==> config.mk <==
export PLATFORM = sky130hd
export DESIGN_NAME = otter_branch_predictor
export DESIGN_NICKNAME = d
export VERILOG_FILES = /design/src/rtl/otter_branch_predictor.sv
export SDC_FILE = /design/constraint.sdc
export NUM_CORES = 1
export LEC_CHECK = 0
export ABC_AREA = 1
export BUFFER_PORTS_ARGS = -buffer_cell sky130_fd_sc_hd__buf_2
export CAP_MARGIN = 40
export CORE_AREA = 2 2 378 380
export CTS_CLUSTER_SIZE = 25
export DETAILED_ROUTE_END_ITERATION = 7
export DIE_AREA = 0 0 380 382
export PLACE_DENSITY = 0.4
export SLEW_MARGIN = 30
export SYNTH_ARGS = -nofsm -noshare
export SYNTH_HDL_FRONTEND = slang
export SYNTH_SLANG_ARGS = --single-unit
export TNS_END_PERCENT = 5
==> constraint.sdc <==
create_clock -name clk -period 7.31 [get_ports clk]
set_clock_uncertainty 0.2 [all_clocks]
set_input_delay 0 -clock clk [delete_from_list [all_inputs] [get_ports clk]]
set_output_delay 0 -clock clk [all_outputs]
set_load 0.005 [all_outputs]
==> src/rtl/otter_branch_predictor.sv <==
// otter_branch_predictor: direct-mapped branch target buffer for the OTTER fetch stage.
// Predicts the next fetch PC from the current fetch PC and learns from branches and
// jumps resolved in Execute. Each entry holds a tag, a target, a jump flag and a
// saturating direction counter. A saturating counter records resolved mispredictions.
module otter_branch_predictor #(
  parameter int ENTRIES = 16,
  parameter int TAG_W   = 8,
  parameter int CTR_W   = 2
) (
  input  logic        clk,
  input  logic        rst,
  input  logic [31:0] if_pc,
  output logic        pred_taken,
  output logic [31:0] pred_target,
  input  logic        flush,
  input  logic        upd_valid,
  input  logic [31:0] upd_pc,
  input  logic        upd_is_jump,
  input  logic        upd_taken,
  input  logic [31:0] upd_target,
  input  logic        upd_mispred,
  output logic [31:0] mispred_cnt
);

  localparam int IDX_W = $clog2(ENTRIES);

  // Counter encodings: weakly taken on allocation, weakly not-taken after reset.
  localparam logic [CTR_W-1:0] CTR_WT  = CTR_W'(1) << (CTR_W - 1);
  localparam logic [CTR_W-1:0] CTR_WNT = CTR_WT - CTR_W'(1);
  localparam logic [CTR_W-1:0] CTR_MAX = '1;
  localparam logic [CTR_W-1:0] CTR_MIN = '0;

  // Table held in flops so the whole array can be invalidated in one cycle.
  logic             entry_valid   [ENTRIES];
  logic [TAG_W-1:0] entry_tag     [ENTRIES];
  logic [31:0]      entry_target  [ENTRIES];
  logic             entry_is_jump [ENTRIES];
  logic [CTR_W-1:0] entry_ctr     [ENTRIES];

  logic [31:0]      mispred_cnt_q;

  logic [IDX_W-1:0] if_idx;
  logic [TAG_W-1:0] if_tag;
  logic [IDX_W-1:0] upd_idx;
  logic [TAG_W-1:0] upd_tag;
  logic             if_hit;
  logic             upd_hit;
  logic [CTR_W-1:0] ctr_next;

  assign if_idx  = if_pc[IDX_W+1:2];
  assign if_tag  = if_pc[IDX_W+2 +: TAG_W];
  assign upd_idx = upd_pc[IDX_W+1:2];
  assign upd_tag = upd_pc[IDX_W+2 +: TAG_W];

  // PC bits outside index/tag (byte offset, high bits) do not take part in matching.
  logic unused_pc_bits;
  assign unused_pc_bits = ^{if_pc, upd_pc};

  assign mispred_cnt = mispred_cnt_q;

  // Lookup: zero-latency prediction from the current (pre-update) table contents.
  always_comb begin
    // NOTE: every output of a combinational block gets a default first so no latch is inferred.
    if_hit      = 1'b0;
    pred_taken  = 1'b0;
    pred_target = if_pc + 32'd4;
    if_hit      = entry_valid[if_idx] && (entry_tag[if_idx] == if_tag);
    pred_taken  = if_hit && (entry_is_jump[if_idx] || entry_ctr[if_idx][CTR_W-1]);
    if (pred_taken) pred_target = entry_target[if_idx];
  end

  // Update-side hit detection and saturating next counter value.
  always_comb begin
    upd_hit  = entry_valid[upd_idx] && (entry_tag[upd_idx] == upd_tag);
    ctr_next = entry_ctr[upd_idx];
    if (upd_taken) begin
      if (entry_ctr[upd_idx] != CTR_MAX) ctr_next = entry_ctr[upd_idx] + CTR_W'(1);
    end else begin
      if (entry_ctr[upd_idx] != CTR_MIN) ctr_next = entry_ctr[upd_idx] - CTR_W'(1);
    end
  end

  // Table training, flush and misprediction counting; reset overrides everything.
  always_ff @(posedge clk) begin
    // NOTE: sequential state uses non-blocking assignments so every flop samples pre-edge values.
    if (rst) begin
      // NOTE: the table is a flop array and the reset state is architecturally visible
      // (weakly not-taken counters), so every entry is cleared here, not just valid.
      for (int i = 0; i < ENTRIES; i++) begin
        entry_valid[i]   <= 1'b0;
        entry_tag[i]     <= '0;
        entry_target[i]  <= '0;
        entry_is_jump[i] <= 1'b0;
        entry_ctr[i]     <= CTR_WNT;
      end
      mispred_cnt_q <= '0;
    end else begin
      if (upd_valid && upd_mispred && (mispred_cnt_q != 32'hFFFF_FFFF))
        mispred_cnt_q <= mispred_cnt_q + 32'd1;

      if (flush) begin
        // Flush only drops validity; counters and targets survive.
        for (int i = 0; i < ENTRIES; i++) entry_valid[i] <= 1'b0;
      end else if (upd_valid) begin
        if (upd_hit) begin
          entry_is_jump[upd_idx] <= upd_is_jump;
          entry_ctr[upd_idx]     <= ctr_next;
          if (upd_taken) entry_target[upd_idx] <= upd_target;
        end else if (upd_taken) begin
          entry_valid[upd_idx]   <= 1'b1;
          entry_tag[upd_idx]     <= upd_tag;
          entry_target[upd_idx]  <= upd_target;
          entry_is_jump[upd_idx] <= upd_is_jump;
          entry_ctr[upd_idx]     <= CTR_WT;
        end
      end
    end
  end

endmodule
==> impl_metrics.yaml <==
worst_hold_path:
  min_path_type: "input port to output port"
  min_delay_path_depth: 4
  min_from: "if_pc[0]"
grt:
  grt_pass1_wl_um: 193000
  gr-usage-met2_pct: 29.0
  track_usage_pct: 18.0
  grt_max_degree: 129
  grt.overflow.total: 0
  grt.busiest_layer: "met2"
  use_met3_pct: 2.83
  met1_usage_pct: 25.1
  grt_pass1_vias: 27200
  antenna_found_initial: 0
sta:
  min_period_ns: 4.66
  setup_viol: 0
  fin_setup_tns_ns: 0
  drv_slew: 0
  worst_pin_slew_ns: 0.919
  finalCritPeriodShare_pct: 63.8
  hold_slack_ns: 0.0574
  hold_viol_final: 0
  max_freq_mhz: 214
  rsz0062_at_grt: "no"
  slew_headroom_pct: 38.7
pwr:
  power.density_nw_per_um2: 243
  leakage_nw: 15.3
  irDropWorstVdd_v: 0.000163
yosys:
  avgSynthCellArea_um2: 9.28
  synth-seq-area-share_pct: 61.6
  synth_top_cell_area_share_pct: 58.9
  synth_async_sr_flop_share_pct: 0
  yosys-top-cells-area: "edfxtp_1 59%, nor2_1 11%, nand2_1 6.2%, o21ai_0 5.4%, dfxtp_1 2.7%"
  synthesis.nets: 3885
  synth-seq-cells: 736
  yosysUniqueCellTypes: 45
  synthFlopType: "edfxtp_1"
  syn_area_um2: 35100
  synth_edf_count: 688
  netlist_instances: 3780
  yosysTopAreaCell: "edfxtp_1"
  ys_top_cells_by_count: "1065 x nor2_1, 688 x edfxtp_1, 579 x nand2_1"
  synth.most_common_cell: "nor2_1"
  ys_warn_count: 0
setup_path:
  required_ns: 7.11
  crit_family: "simple AND/OR/NAND/NOR gates"
  critical-path-max-stage-delay_ns: 0.64
  cp.depth: 16
  path_cells: "buf_4, buf_4, nand3_1, nor3_2, nand3_1, nor2_1, nand3_1, inv_1, nand3_1, nor3_2, nand2_1, nor2_1, xor2_1, nand2_1, nand2_1, buf_2"
  arrival_ns: 4.46
  r2r-start: "mispred_cnt[0]"
  path_buf_inv: 4
  slowest_stage: "nor2_1"
  cpMostUsedCell: "nand3_1"
  crit_path_start_kind: "input port"
  startpoint: "if_pc[4]"
  crit_fanout: 35
  crit_type: "input port to output port"
  critPathCaptureType: "output port"
  reg2reg_depth: 13
clock_network:
  cts.path.max_buffers: 3
  cts_setup_buffers: 0
  cts-resized-gates: 0
  cts_tree: "yes"
  numCtsBuffers: 88
  ctsHtreeMaxLevel: 3
  clock-sinks: 736
  clockRootBuffer: "clkbuf_16"
  hold_buffers: 53
  clock_latency_ns: 0.69
place:
  place_congestion: 0.796
  port_buffers: 147
  placed_cell_area_um2: 37800
  placedCellCount: 5610
  detailed_place_hpwl_um: 79700
floorplan:
  die_h_um: 382
  ios: 168
  die_area_um2: 145000
  rows: 138
  start_util_pct: 24.9
  dieWidth_um: 380
  core_um2: 141000
detailed_routing:
  dr.pass1.iters: 6
  wl_per_cell_um: 22.8
  vias: 27900
  drtAntennaViolNets: 0
  drc: 0
  vias_per_cell: 4.78
  drtIter0Drc: 2287
  routed_wl_um: 133000
outcome:
  outcome: "completed"
layout:
  nets: 3969
  area_growth_syn_to_layout_pct: 17.1
  final_util_pct: 29.2
  design_area_um2: 41100
  fin_cells: 5827
  n_antenna_cell: 0
  drive_above_1_share_pct: 10.5
flow_run:
  drv_cap: 0
[layer usage]
layer  share of wire [%]  vias up
li1                    -    13100
met1                  46    13900
met2                  46      744
met3                 5.4      160
met4                 2.5        0
met5                   0        -
[worst paths after layout]
kind | end | slack [ns]
max | pred_target[31] | 2.65
min | pred_target[0] | 0.06
max reg2reg | mispred_cnt[20] | 3.82
min reg2reg | mispred_cnt[4] | 0.26
[flip-flops by register name, summed over array words and instances (netlist names)]
| name | cells |
|---|---|
| entry_target | 512 |
| entry_tag | 128 |
| entry_ctr | 32 |
| mispred_cnt | 32 |
| entry_is_jump | 16 |
| entry_valid | 16 |
[metrics by stage]
step           setup slack, ns  total power [W]
2_1_floorplan             4.59          0.00543
6_report                  2.65          0.00999
3_5_place_dp              2.68          0.00583
4_1_cts                   2.76           0.0101
5_1_grt                   2.49           0.0103
3_3_place_gp              2.45          0.00582
[placed cells by master, fill, tap and decap left out, drive strengths merged]
cell type	instances
o21bai	1
bufinv	3
a31oi	3
a22oi	15
or2	2
inv	194
o211ai	21
nor2	1068
and3	2
nand4	29
ha	2
a211oi	1
o21a	7
clkinvlp	3
clkbuf	109
or3	2
o21ai	386
edfxtp	688
clkinv	53
o22ai	86
nor3	35
a21oi	73
o311ai	3
nor4	6
xor2	28
xnor2	9
nand2	589
dfxtp	48
buf	210
nor3b	2
o31ai	4
nand3	144
dlygate4sd3	53
o221ai	58
[power breakdown]
part	leakage (nW)	total [W]	switching (W)	internal, W
Sequential	6.90	0.00485	0.0000564	0.00480
Combinational	7.02	0.000905	0.000679	0.000226
Clock	1.34	0.00423	0.00187	0.00236
[logic make-up after synthesis]
family / Yosys count / share of synthesized area [%]
XOR/XNOR: 37 / 0.924
AO/OA/AOI/OAI: 658 / 10.7
adder cells (fa/ha/maj): 2 / 0.0713
flip-flops: 736 / 61.6
AND/OR/NAND/NOR: 1879 / 21.4
buffers and inverters: 468 / 5.24
[worst register-to-register path, delay by kind of cell (launching register included)]
kind / cells / cell delay [ns]
and+or+nand+nor: 10 / 1.74
DFF: 1 / 0.34
buffers and inverters: 2 / 0.85
adders and majority gates: 1 / 0.24
[final cells by class]
| cell class | count | area, um^2 |
|---|---|---|
| clock buffer | 109 | 2300 |
| tap | 1890 | 2360 |
| sequential | 736 | 21600 |
| clock inverter | 54 | 427 |
| inverter | 199 | 767 |
| timing repair buffer | 263 | 1900 |
| fill | 15000 | 99800 |
| multi-input combinational | 2576 | 11700 |
Power figures use the tool's default switching activity.
